`config.mk`:
```
export PLATFORM = sky130hd
export DESIGN_NAME = io_byte_port
export DESIGN_NICKNAME = d
export VERILOG_FILES = /design/src/rtl/io_byte_port.sv
export SDC_FILE = /design/constraint.sdc
export NUM_CORES = 1
export LEC_CHECK = 0
export BUFFER_PORTS_ARGS = -buffer_cell sky130_fd_sc_hd__buf_2
export CAP_MARGIN = 20
export CORE_ASPECT_RATIO = 1.2
export CORE_MARGIN = 2
export CORE_UTILIZATION = 50
export CTS_CLUSTER_SIZE = 20
export DETAILED_ROUTE_END_ITERATION = 16
export PLACE_DENSITY = 0.79
export RECOVER_POWER = 25
export SYNTH_ARGS = -nofsm -noshare
export SYNTH_HDL_FRONTEND = slang
export SYNTH_SLANG_ARGS = --single-unit
```
`constraint.sdc`:
```
create_clock -name sys_clk -period 5.8 [get_ports sys_clk]
set_input_delay 1.16 -clock sys_clk [delete_from_list [all_inputs] [get_ports sys_clk]]
set_output_delay 1.16 -clock sys_clk [all_outputs]
set_load 0.05 [all_outputs]
```
`src/rtl/io_byte_port.sv`:
```
// Single addressable byte port on the CPU I/O bus.
// It has an address-select latch, a TX FIFO fed by OUT Data and an RX FIFO drained by IN Data.
module io_byte_port #(
    parameter logic [7:0] DEV_ADDR = 8'h0F,
    parameter int         TX_DEPTH = 4,
    parameter int         RX_DEPTH = 4
) (
    input  logic       sys_clk,
    input  logic       reset,
    input  logic       io_clk_e,
    input  logic       io_clk_s,
    input  logic       io_input_or_output,
    input  logic       io_data_or_address,
    input  logic [7:0] bus_in,
    output logic [7:0] bus_out,
    output logic       bus_drive,
    output logic [7:0] tx_data,
    output logic       tx_valid,
    input  logic       tx_ready,
    input  logic [7:0] rx_data,
    input  logic       rx_valid,
    output logic       rx_ready,
    output logic       selected,
    output logic       tx_overflow,
    output logic       rx_underflow
);
    localparam int TX_AW = $clog2(TX_DEPTH);
    localparam int RX_AW = $clog2(RX_DEPTH);
    localparam logic [TX_AW-1:0] TX_PTR_ONE = 1;
    localparam logic [RX_AW-1:0] RX_PTR_ONE = 1;
    localparam logic [TX_AW:0]   TX_CNT_ONE = 1;
    localparam logic [RX_AW:0]   RX_CNT_ONE = 1;
    localparam logic [TX_AW:0]   TX_CNT_MAX = TX_DEPTH[TX_AW:0];
    localparam logic [RX_AW:0]   RX_CNT_MAX = RX_DEPTH[RX_AW:0];

    logic s_q, e_q, selected_q, pend_pop_q, tx_overflow_q, rx_underflow_q;
    logic [7:0]       tx_mem_q [TX_DEPTH];
    logic [7:0]       rx_mem_q [RX_DEPTH];
    logic [TX_AW-1:0] tx_wr_q, tx_rd_q;
    logic [RX_AW-1:0] rx_wr_q, rx_rd_q;
    logic [TX_AW:0]   tx_cnt_q;
    logic [RX_AW:0]   rx_cnt_q;

    logic s_rise, e_rise, e_fall;
    logic out_addr, out_data, in_data_sel;
    logic tx_full, tx_push, tx_pop, rx_nonempty, rx_push, rx_pop;

    assign s_rise = io_clk_s & ~s_q;
    assign e_rise = io_clk_e & ~e_q;
    assign e_fall = ~io_clk_e & e_q;

    assign out_addr    = s_rise & io_input_or_output & io_data_or_address;
    assign out_data    = s_rise & io_input_or_output & ~io_data_or_address & selected_q;
    assign in_data_sel = e_rise & ~io_input_or_output & ~io_data_or_address & selected_q;

    assign tx_full     = (tx_cnt_q == TX_CNT_MAX);
    assign tx_valid    = (tx_cnt_q != '0);
    assign tx_pop      = tx_valid & tx_ready;
    // A simultaneous pop frees a slot, so a full FIFO can still take the write.
    assign tx_push     = out_data & (~tx_full | tx_pop);
    assign tx_data     = tx_mem_q[tx_rd_q];

    assign rx_nonempty = (rx_cnt_q != '0);
    assign rx_ready    = (rx_cnt_q != RX_CNT_MAX);
    assign rx_push     = rx_valid & rx_ready;
    assign rx_pop      = e_fall & pend_pop_q;

    assign selected     = selected_q;
    assign tx_overflow  = tx_overflow_q;
    assign rx_underflow = rx_underflow_q;

    assign bus_drive = ~reset & io_clk_e & ~io_input_or_output & selected_q;

    always_comb begin
        bus_out = 8'h00;
        if (bus_drive) begin
            if (io_data_or_address)
                bus_out = {6'b0, tx_full, rx_nonempty};
            else if (rx_nonempty)
                bus_out = rx_mem_q[rx_rd_q];
        end
    end

    always_ff @(posedge sys_clk) begin
        if (tx_push)
            tx_mem_q[tx_wr_q] <= bus_in;
        if (rx_push)
            rx_mem_q[rx_wr_q] <= rx_data;
    end

    always_ff @(posedge sys_clk) begin
        if (reset) begin
            s_q            <= 1'b0;
            e_q            <= 1'b0;
            selected_q     <= 1'b0;
            pend_pop_q     <= 1'b0;
            tx_overflow_q  <= 1'b0;
            rx_underflow_q <= 1'b0;
            tx_wr_q        <= '0;
            tx_rd_q        <= '0;
            tx_cnt_q       <= '0;
            rx_wr_q        <= '0;
            rx_rd_q        <= '0;
            rx_cnt_q       <= '0;
        end else begin
            s_q <= io_clk_s;
            e_q <= io_clk_e;
            if (out_addr)
                selected_q <= (bus_in == DEV_ADDR);
            if (out_data & tx_full & ~tx_pop)
                tx_overflow_q <= 1'b1;
            if (tx_push)
                tx_wr_q <= tx_wr_q + TX_PTR_ONE;
            if (tx_pop)
                tx_rd_q <= tx_rd_q + TX_PTR_ONE;
            if (tx_push & ~tx_pop)
                tx_cnt_q <= tx_cnt_q + TX_CNT_ONE;
            else if (tx_pop & ~tx_push)
                tx_cnt_q <= tx_cnt_q - TX_CNT_ONE;

            // The RX head is only consumed when the enable strobe ends.
            if (in_data_sel) begin
                pend_pop_q <= rx_nonempty;
                if (!rx_nonempty)
                    rx_underflow_q <= 1'b1;
            end else if (e_fall) begin
                pend_pop_q <= 1'b0;
            end
            if (rx_push)
                rx_wr_q <= rx_wr_q + RX_PTR_ONE;
            if (rx_pop)
                rx_rd_q <= rx_rd_q + RX_PTR_ONE;
            if (rx_push & ~rx_pop)
                rx_cnt_q <= rx_cnt_q + RX_CNT_ONE;
            else if (rx_pop & ~rx_push)
                rx_cnt_q <= rx_cnt_q - RX_CNT_ONE;
        end
    end
endmodule

```
==> reports/qor.txt, run 1 <==
Outcome: completed
Cts bufs inserted: 9
First-pass GRT wire length: 9.50 mm
# nets final: 305
Root Driver: clkbuf_8
DRT Wirelength: 5.97 mm
Skew-Pair Late Insertion Delay: 0.35 ns
Met3 Usage GRT: 4.37%
Leak: 1.46 nW
Slew headroom: 60.2%
Peak supply drop: 0.000160 V
1st-iter DRT viols: 48
Dpl ws: 2.00 ns
Vias in the first global route: 1973
Area of the mapped netlist: 3570 sq um
Layout cell share with drive strength beyond 1: 24.8%
# H-tree levels: 3
Most used cell, CP: buf_2
Max Root-Sink Buffers: 2
Crit path max-delay family: simple AND/OR/NAND/NOR gates
Gate Count Post-Synth: 219
# clock sinks: 88
Routability-driven placement congestion ratio: 0.736
Width of the die: 81.1 um
Die area: 7830 sq um
EDFF count, synth: 64
Routed vias/inst: 5.35
Pins Over Slew Limit: 0
Die H: 96.6 um
Core area: 6900 sq um
Port-buffer cells: 45
Kind of critical path: input pin to output pin
Largest net degree at the start of global routing: 26
F_max: 264 MHz
Setup TNS: 0 ns
Drt drc: 0
DR pass1 iterations: 4
Number of vias in the routed layout: 1932
Clock Skew: 0.00942 ns
Delay of the slowest critical-path stage: 0.39 ns
Met1 Usage GRT: 18.8%
Io pins: 46
Post CTS Setup Buffer Count: 0
Power Density: 350 nW/um^2
RSZ-0062 raised after global routing: false
Crit path DAT: 2.63 ns
Antenna-violating nets left: 0
CTS tree: built
Syn Nets: 255
Slew @ Worst Pin: 0.597 ns
GR Util met2: 30.6%
Gr busiest metal: met2
Fin crit period: 3.79 ns
Final core utilization: 58.8%
Cell row count: 33
Hold buffer count at CTS: 0
Post-synth cell types: 39
Crit-path cells: buf_2 -> and4bb_2 -> nand3_1 -> o21ai_0 -> buf_2
Period utilization: 65.3%
Yosys reg bits: 88
Synthesized area per cell: 16.3 sq um
Reg clk slew, reported paths: 0.09 ns
Most used DFF post-synth: edfxtp_1
Post-cts sizing count: 0
Setup ws final: 2.01 ns
Max-cap violations: 0
Hold WS: 0.488 ns
Pwr Total: 1.42 mW
Yosys warns: 0
Max FO, Critical Path: 25
Slowest-stage cell, CP: and4bb_2
WL/cell: 16.5 um
Hold WC Path Type: register to register
Req. time, crit path: 4.64 ns
CP endpoint kind: output pin
Tot GR Track Use: 16.9%
WP buf/inv: 2
Sequential area share after synthesis: 67.3%
DP HPWL: 4.29 mm
Gr ovfl total: 0
# diodes: 0
Initial core utilization: 51.8%
Asr flop ratio synth: 0%
Final Hold Vio Count: 0
Final setup viols: 0
Antenna violations before repair: 0
Area grow syn2layout: 13.6%
CP startpoint kind: input pin
## power by group
group,switching [mW],leakage (nW),internal [mW]
sequential,0.0466,0.776,0.712
clock,0.233,0.100,0.169
combinational,0.157,0.584,0.0990
## path summary, 6_finish.rpt
path                                    from            to  slack [ns]  cells past startpoint
worst max register to register   tx_cnt_q[0]   tx_cnt_q[2]        3.36                      8
worst min-delay path            rx_underflow  rx_underflow        0.49                      1
worst min register to register  rx_underflow  rx_underflow        0.49                      1
worst max-delay path                   reset    bus_out[1]        2.01                      5
## kinds of logic (layout without fill, tap and decap cells)
| kind of cell | count (synthesis) | count (layout) | synth area share, % |
|---|---|---|---|
| XOR/XNOR | 8 | 8 | 1.96 |
| multiplexers | 20 | 20 | 11.3 |
| flip-flops | 88 | 88 | 67.3 |
| adder cells (fa/ha/maj) | 12 | 12 | 4.63 |
| AO/OA/AOI/OAI | 18 | 18 | 3.22 |
| AND/OR/NAND/NOR | 56 | 56 | 9.78 |
| buffers and inverters | 17 | 72 | 1.86 |
## metrics by stage
step | area (sq um) | cells
global route | 4060 | 361
global placement | 3880 | 345
CTS | 4070 | 361
detailed placement | 3880 | 345
floorplan | 3570 | 219
finish | 4060 | 361
## flip-flops by register name, indices dropped and copies added (netlist names), named ones only
register / flops
rx_rd_q: 2
rx_wr_q: 2
e_q: 1
tx_mem_q: 32
rx_mem_q: 32
tx_wr_q: 2
tx_cnt_q: 3
s_q: 1
rx_underflow: 1
rx_cnt_q: 3
tx_rd_q: 2
selected: 1
tx_overflow: 1
pend_pop_q: 1
## per-layer routing
| metal | routed length (um) | vias to the layer above |
|---|---|---|
| li1 | - | 932 |
| met3 | 199 | 7 |
| met1 | 2440 | 955 |
| met4 | 94 | 0 |
| met5 | 0 | - |
| met2 | 3240 | 38 |
## synth_stat cells (all sizes together) (3+ instances only)
cell	instances	area share, %
mux4	16	10
o21ai	6	0.84
and2	4	0.70
nand3	3	0.42
nor2	17	1.8
xor2	8	2.0
mux2i	3	0.84
and3	4	0.70
or3	4	0.70
a21oi	5	0.70
edfxtp	64	54
ha	10	3.5
inv	11	1.2
nor2b	8	1.4
buf	4	0.49
dfxtp	24	13
## cells in the final DEF (no fill, tap or decap), drive strengths merged, types with 5 or more instances in the layout
cell	instances
inv	16
buf	32
nor2	17
nor2b	8
clkbuf	22
o21ai	6
ha	10
dfxtp	24
a21oi	5
mux4	16
xor2	8
edfxtp	64
## cell type report
| cell class | instances | area (sq um) |
|---|---|---|
| multi-input cells | 114 | 1100 |
| inverters | 11 | 41.3 |
| flip-flops and latches | 88 | 2400 |
| well taps | 87 | 109 |
| repair buffers | 45 | 209 |
| clock inverters | 7 | 68.8 |
| fillers | 530 | 2840 |
| clock buffers | 9 | 124 |
(Power assumes the default switching activity.)
==> run 2, diff against run 1 <==
Settings changed: PLACE_DENSITY 0.79 to 0.81.
Clock period 5.8 ns to 3.37 ns, I/O delays scaled along.
==> reports/qor.txt, run 2 (synthesis gave the netlist of run 1 again) <==
Outcome: completed
Reg clk slew, reported paths: 0.09 ns
# H-tree levels: 3
# clock sinks: 88
Root Driver: clkbuf_8
1st-iter DRT viols: 116
Antenna-violating nets left: 0
DP HPWL: 4.27 mm
First-pass GRT wire length: 9.74 mm
Final Hold Vio Count: 0
Hold buffer count at CTS: 0
Post CTS Setup Buffer Count: 0
Tot GR Track Use: 17.3%
Final core utilization: 59.4%
Setup TNS: 0 ns
Pins Over Slew Limit: 0
Period utilization: 81.2%
Largest regs: rx_mem_q x32, tx_mem_q x32
# nets final: 306
CP endpoint kind: output pin
RSZ-0062 raised after global routing: false
Number of vias in the routed layout: 1946
CP startpoint kind: register
Max-cap violations: 0
Antenna violations before repair: 0
Kind of critical path: register to output pin
F_max: 366 MHz
Commonest non-fill, non-tap cells in the layout: 64 x edfxtp_1, 33 x buf_2, 24 x dfxtp_1, 17 x nor2_1, 16 x mux4_2
Port-buffer cells: 45
Cts bufs inserted: 9
Core area: 6900 sq um
# diodes: 0
Layout cell share with drive strength beyond 1: 25.5%
Die area: 7830 sq um
Crit-path cells: mux4_2 -> o211a_1 -> buf_2
Power Density: 623 nW/um^2
Routed vias/inst: 5.38
Die H: 96.6 um
Crit path DAT: 2.06 ns
Initial core utilization: 51.8%
Crit path max-delay family: flip-flops
DR pass1 iterations: 4
Hold WC Path Type: register to register
Vias in the first global route: 1997
Reg2Reg Setup Slack: 0.93 ns
Post-route design area: 4100 sq um
Routability-driven placement congestion ratio: 0.785
Area grow syn2layout: 14.7%
Slew @ Worst Pin: 0.562 ns
Most common cell after layout, fill and taps aside: edfxtp_1
Req. time, crit path: 2.70 ns
Slew headroom: 62.5%
Post-cts sizing count: 0
Leak: 1.48 nW
Max Root-Sink Buffers: 2
Fin crit period: 2.73 ns
Io pins: 46
Peak supply drop: 0.000310 V
Cell row count: 33
DRT Wirelength: 6.00 mm
CTS tree: built
Delay of the slowest critical-path stage: 0.68 ns
Placed Instance Area: 3890 sq um
Slowest-stage cell, CP: dfxtp_1
Width of the die: 81.1 um
WL/cell: 16.6 um
Skew-Pair Late Insertion Delay: 0.35 ns
Clock Skew: 0.0103 ns
Final setup viols: 0
Largest net degree at the start of global routing: 25
Drt drc: 0
Max FO, Critical Path: 8
WP buf/inv: 1
Gr ovfl total: 0
## run 2: cell types whose count changed in the layout (fill, tap and decap cells not counted), sizes merged
cell	change
buf	+2
bufinv	+2
inv	-2
clkbuf	-1
## run 2: layout make-up
class | instances | area, sq um
flip-flops and latches | 88 | 2400
repair buffers | 46 | 218
clock inverters | 7 | 100
multi-input cells | 114 | 1100
inverters | 11 | 41.3
clock buffers | 9 | 124
well taps | 87 | 109
fillers | 557 | 2800
## run 2: final timing paths
path,from,endpoint,depth (start not counted)
worst min register to register,rx_underflow,rx_underflow,1
worst min-delay path,rx_underflow,rx_underflow,1
worst max register to register,tx_cnt_q[0],tx_cnt_q[2],8
worst max-delay path,register,bus_out[0],3
## run 2: routing by layer
metal | up-vias | GRT usage, % | wire length (um)
met2 | 37 | 29.9 | 3170
met3 | 7 | 4.28 | 202
met1 | 969 | 20.6 | 2540
met5 | - | 0 | 0
met4 | 0 | 7.20 | 88
li1 | 933 | - | -
## run 2: report_power, final
part           leakage, nW  internal [mW]  switching (mW)
registers            0.776           1.23          0.0772
clock network        0.115          0.425           0.382
logic                0.591          0.172           0.269
total                 1.48           1.82           0.729
## run 2: through the flow
stage / hold WS, ns / worst slack, ns / std cells / total power [mW]
finish: 0.487 / 0.635 / 362 / 2.55
global route: 0.499 / 0.508 / 362 / 2.66
CTS: 0.491 / 0.572 / 362 / 2.58
detailed placement: 0.470 / 0.614 / 346 / 1.77
global placement: 0.468 / 0.658 / 346 / 1.77
floorplan: 0.474 / 0.107 / 219 / 1.67
==> run 3, diff against run 2 <==
Settings changed: PLACE_DENSITY 0.81 to 0.79.
Clock period 3.37 ns to 2.73 ns, I/O delays scaled along.
==> reports/qor.txt, run 3 (synthesis gave the netlist of run 1 again) <==
Outcome: completed
Final Hold Vio Count: 0
Leak: 1.47 nW
Peak supply drop: 0.000513 V
Setup ws final: 0.243 ns
Clock Skew: 0.00715 ns
Skew-Pair Late Insertion Delay: 0.35 ns
F_max: 402 MHz
Max FO, Critical Path: 5
Setup TNS: 0 ns
Number of vias in the routed layout: 1963
Crit path max-delay family: flip-flops
Fin crit period: 2.49 ns
Delay of the slowest critical-path stage: 0.51 ns
Largest net degree at the start of global routing: 25
Tot GR Track Use: 16.4%
Vias in the first global route: 1924
First-pass GRT wire length: 9.20 mm
Die area: 7830 sq um
Worst r2r src: tx_cnt_q[0]
Hold WC Path Type: input pin to register
Port-buffer cells: 45
Largest regs: rx_mem_q x32, tx_mem_q x32
Reg2Reg Setup Slack: 0.45 ns
DRT Wirelength: 5.89 mm
Crit-path cells: buf_4 -> mux4_2 -> nor2b_1 -> buf_2
DR pass1 iterations: 4
WP buf/inv: 2
Most common cell after layout, fill and taps aside: edfxtp_1
Cell row count: 33
1st-iter DRT viols: 125
Die H: 96.6 um
# diodes: 0
Period utilization: 91.1%
Io pins: 46
Kind of critical path: register to output pin
# nets final: 308
Drt drc: 0
Crit path depth: 4
Routability-driven placement congestion ratio: 0.752
# H-tree levels: 3
# clock sinks: 88
Width of the die: 81.1 um
Area grow syn2layout: 14.0%
RSZ-0062 raised after global routing: false
Commonest non-fill, non-tap cells in the layout: 64 x edfxtp_1, 34 x buf_2, 24 x dfxtp_1, 17 x nor2_1, 16 x mux4_2
Post CTS Setup Buffer Count: 0
Setup crit end: bus_out[3]
Routed vias/inst: 5.39
WL/cell: 16.2 um
Multi-input logic area: 1100 sq um
Pins Over Slew Limit: 0
Layout filler cell count: 532
CTS tree: built
Dpl ws: 0.329 ns
Gr ovfl total: 0
Slew headroom: 63.5%
Max Root-Sink Buffers: 2
Reg-to-Reg End: tx_cnt_q[2]
Core area: 6900 sq um
Register Area: 2400 sq um
Final core utilization: 59.0%
Root Driver: clkbuf_8
R2r worst-path depth: 8
Cts bufs inserted: 9
Req. time, crit path: 2.18 ns
Max-cap violations: 0
DP HPWL: 4.27 mm
Slowest-stage cell, CP: dfxtp_1
CP endpoint kind: output pin
Antenna-violating nets left: 0
Final setup viols: 0
CP startpoint kind: register
Power Density: 726 nW/um^2
Antenna violations before repair: 0
Crit path DAT: 1.94 ns
Layout cell share with drive strength beyond 1: 26.0%
Reg clk slew, reported paths: 0.09 ns
Slew @ Worst Pin: 0.547 ns
Initial core utilization: 51.8%
Hold buffer count at CTS: 0
Post-cts sizing count: 0
==> run 3: routing by layer <==
| layer | up-vias | share of wire, % | wire length [um] | GRT usage [%] |
|---|---|---|---|---|
| li1 | 935 | - | - | - |
| met1 | 975 | 40 | 2370 | 18.9 |
| met2 | 42 | 54 | 3160 | 28.9 |
| met3 | 11 | 4.2 | 245 | 3.35 |
| met4 | 0 | 2.0 | 118 | 8.47 |
| met5 | - | 0 | 0 | 0 |
==> run 3: worst min path at each step <==
stage / slack, ns / cells past startpoint / end / from
after floorplan: 0.47 / 2 / rx_cnt_q[2] / rx_cnt_q[2]
after global placement: 0.45 / 2 / tx_overflow / tx_overflow
after detailed placement: 0.47 / 1 / rx_underflow / rx_underflow
after CTS: 0.39 / 1 / rx_mem_q[0][7] / rx_data[7]
after global routing: 0.44 / 1 / tx_mem_q[3][7] / bus_in[7]
final: 0.43 / 1 / tx_mem_q[1][7] / bus_in[7]
==> run 3: power breakdown <==
group | switching, mW | internal [mW]
clock network | 0.457 | 0.339
logic | 0.334 | 0.212
registers | 0.0977 | 1.51
==> run 3: area by class of cell <==
cell class	instances	area share [%]
sequential	88	59.1
inverter	11	1.02
timing repair buffer	48	5.75
tap	87	2.68
clock inverter	7	1.38
clock buffer	9	3.05
multi-input combinational	114	27.1
==> run 3: stage by stage <==
step           cells  hold slack (ns)  power [mW]  area (sq um)
5_1_grt          364            0.437        3.08          4070
6_report         364            0.433        2.95          4070
3_3_place_gp     348            0.453        2.18          3900
3_5_place_dp     348            0.468        2.19          3900
2_1_floorplan    219            0.474        2.06          3570
4_1_cts          364            0.395        2.98          4080
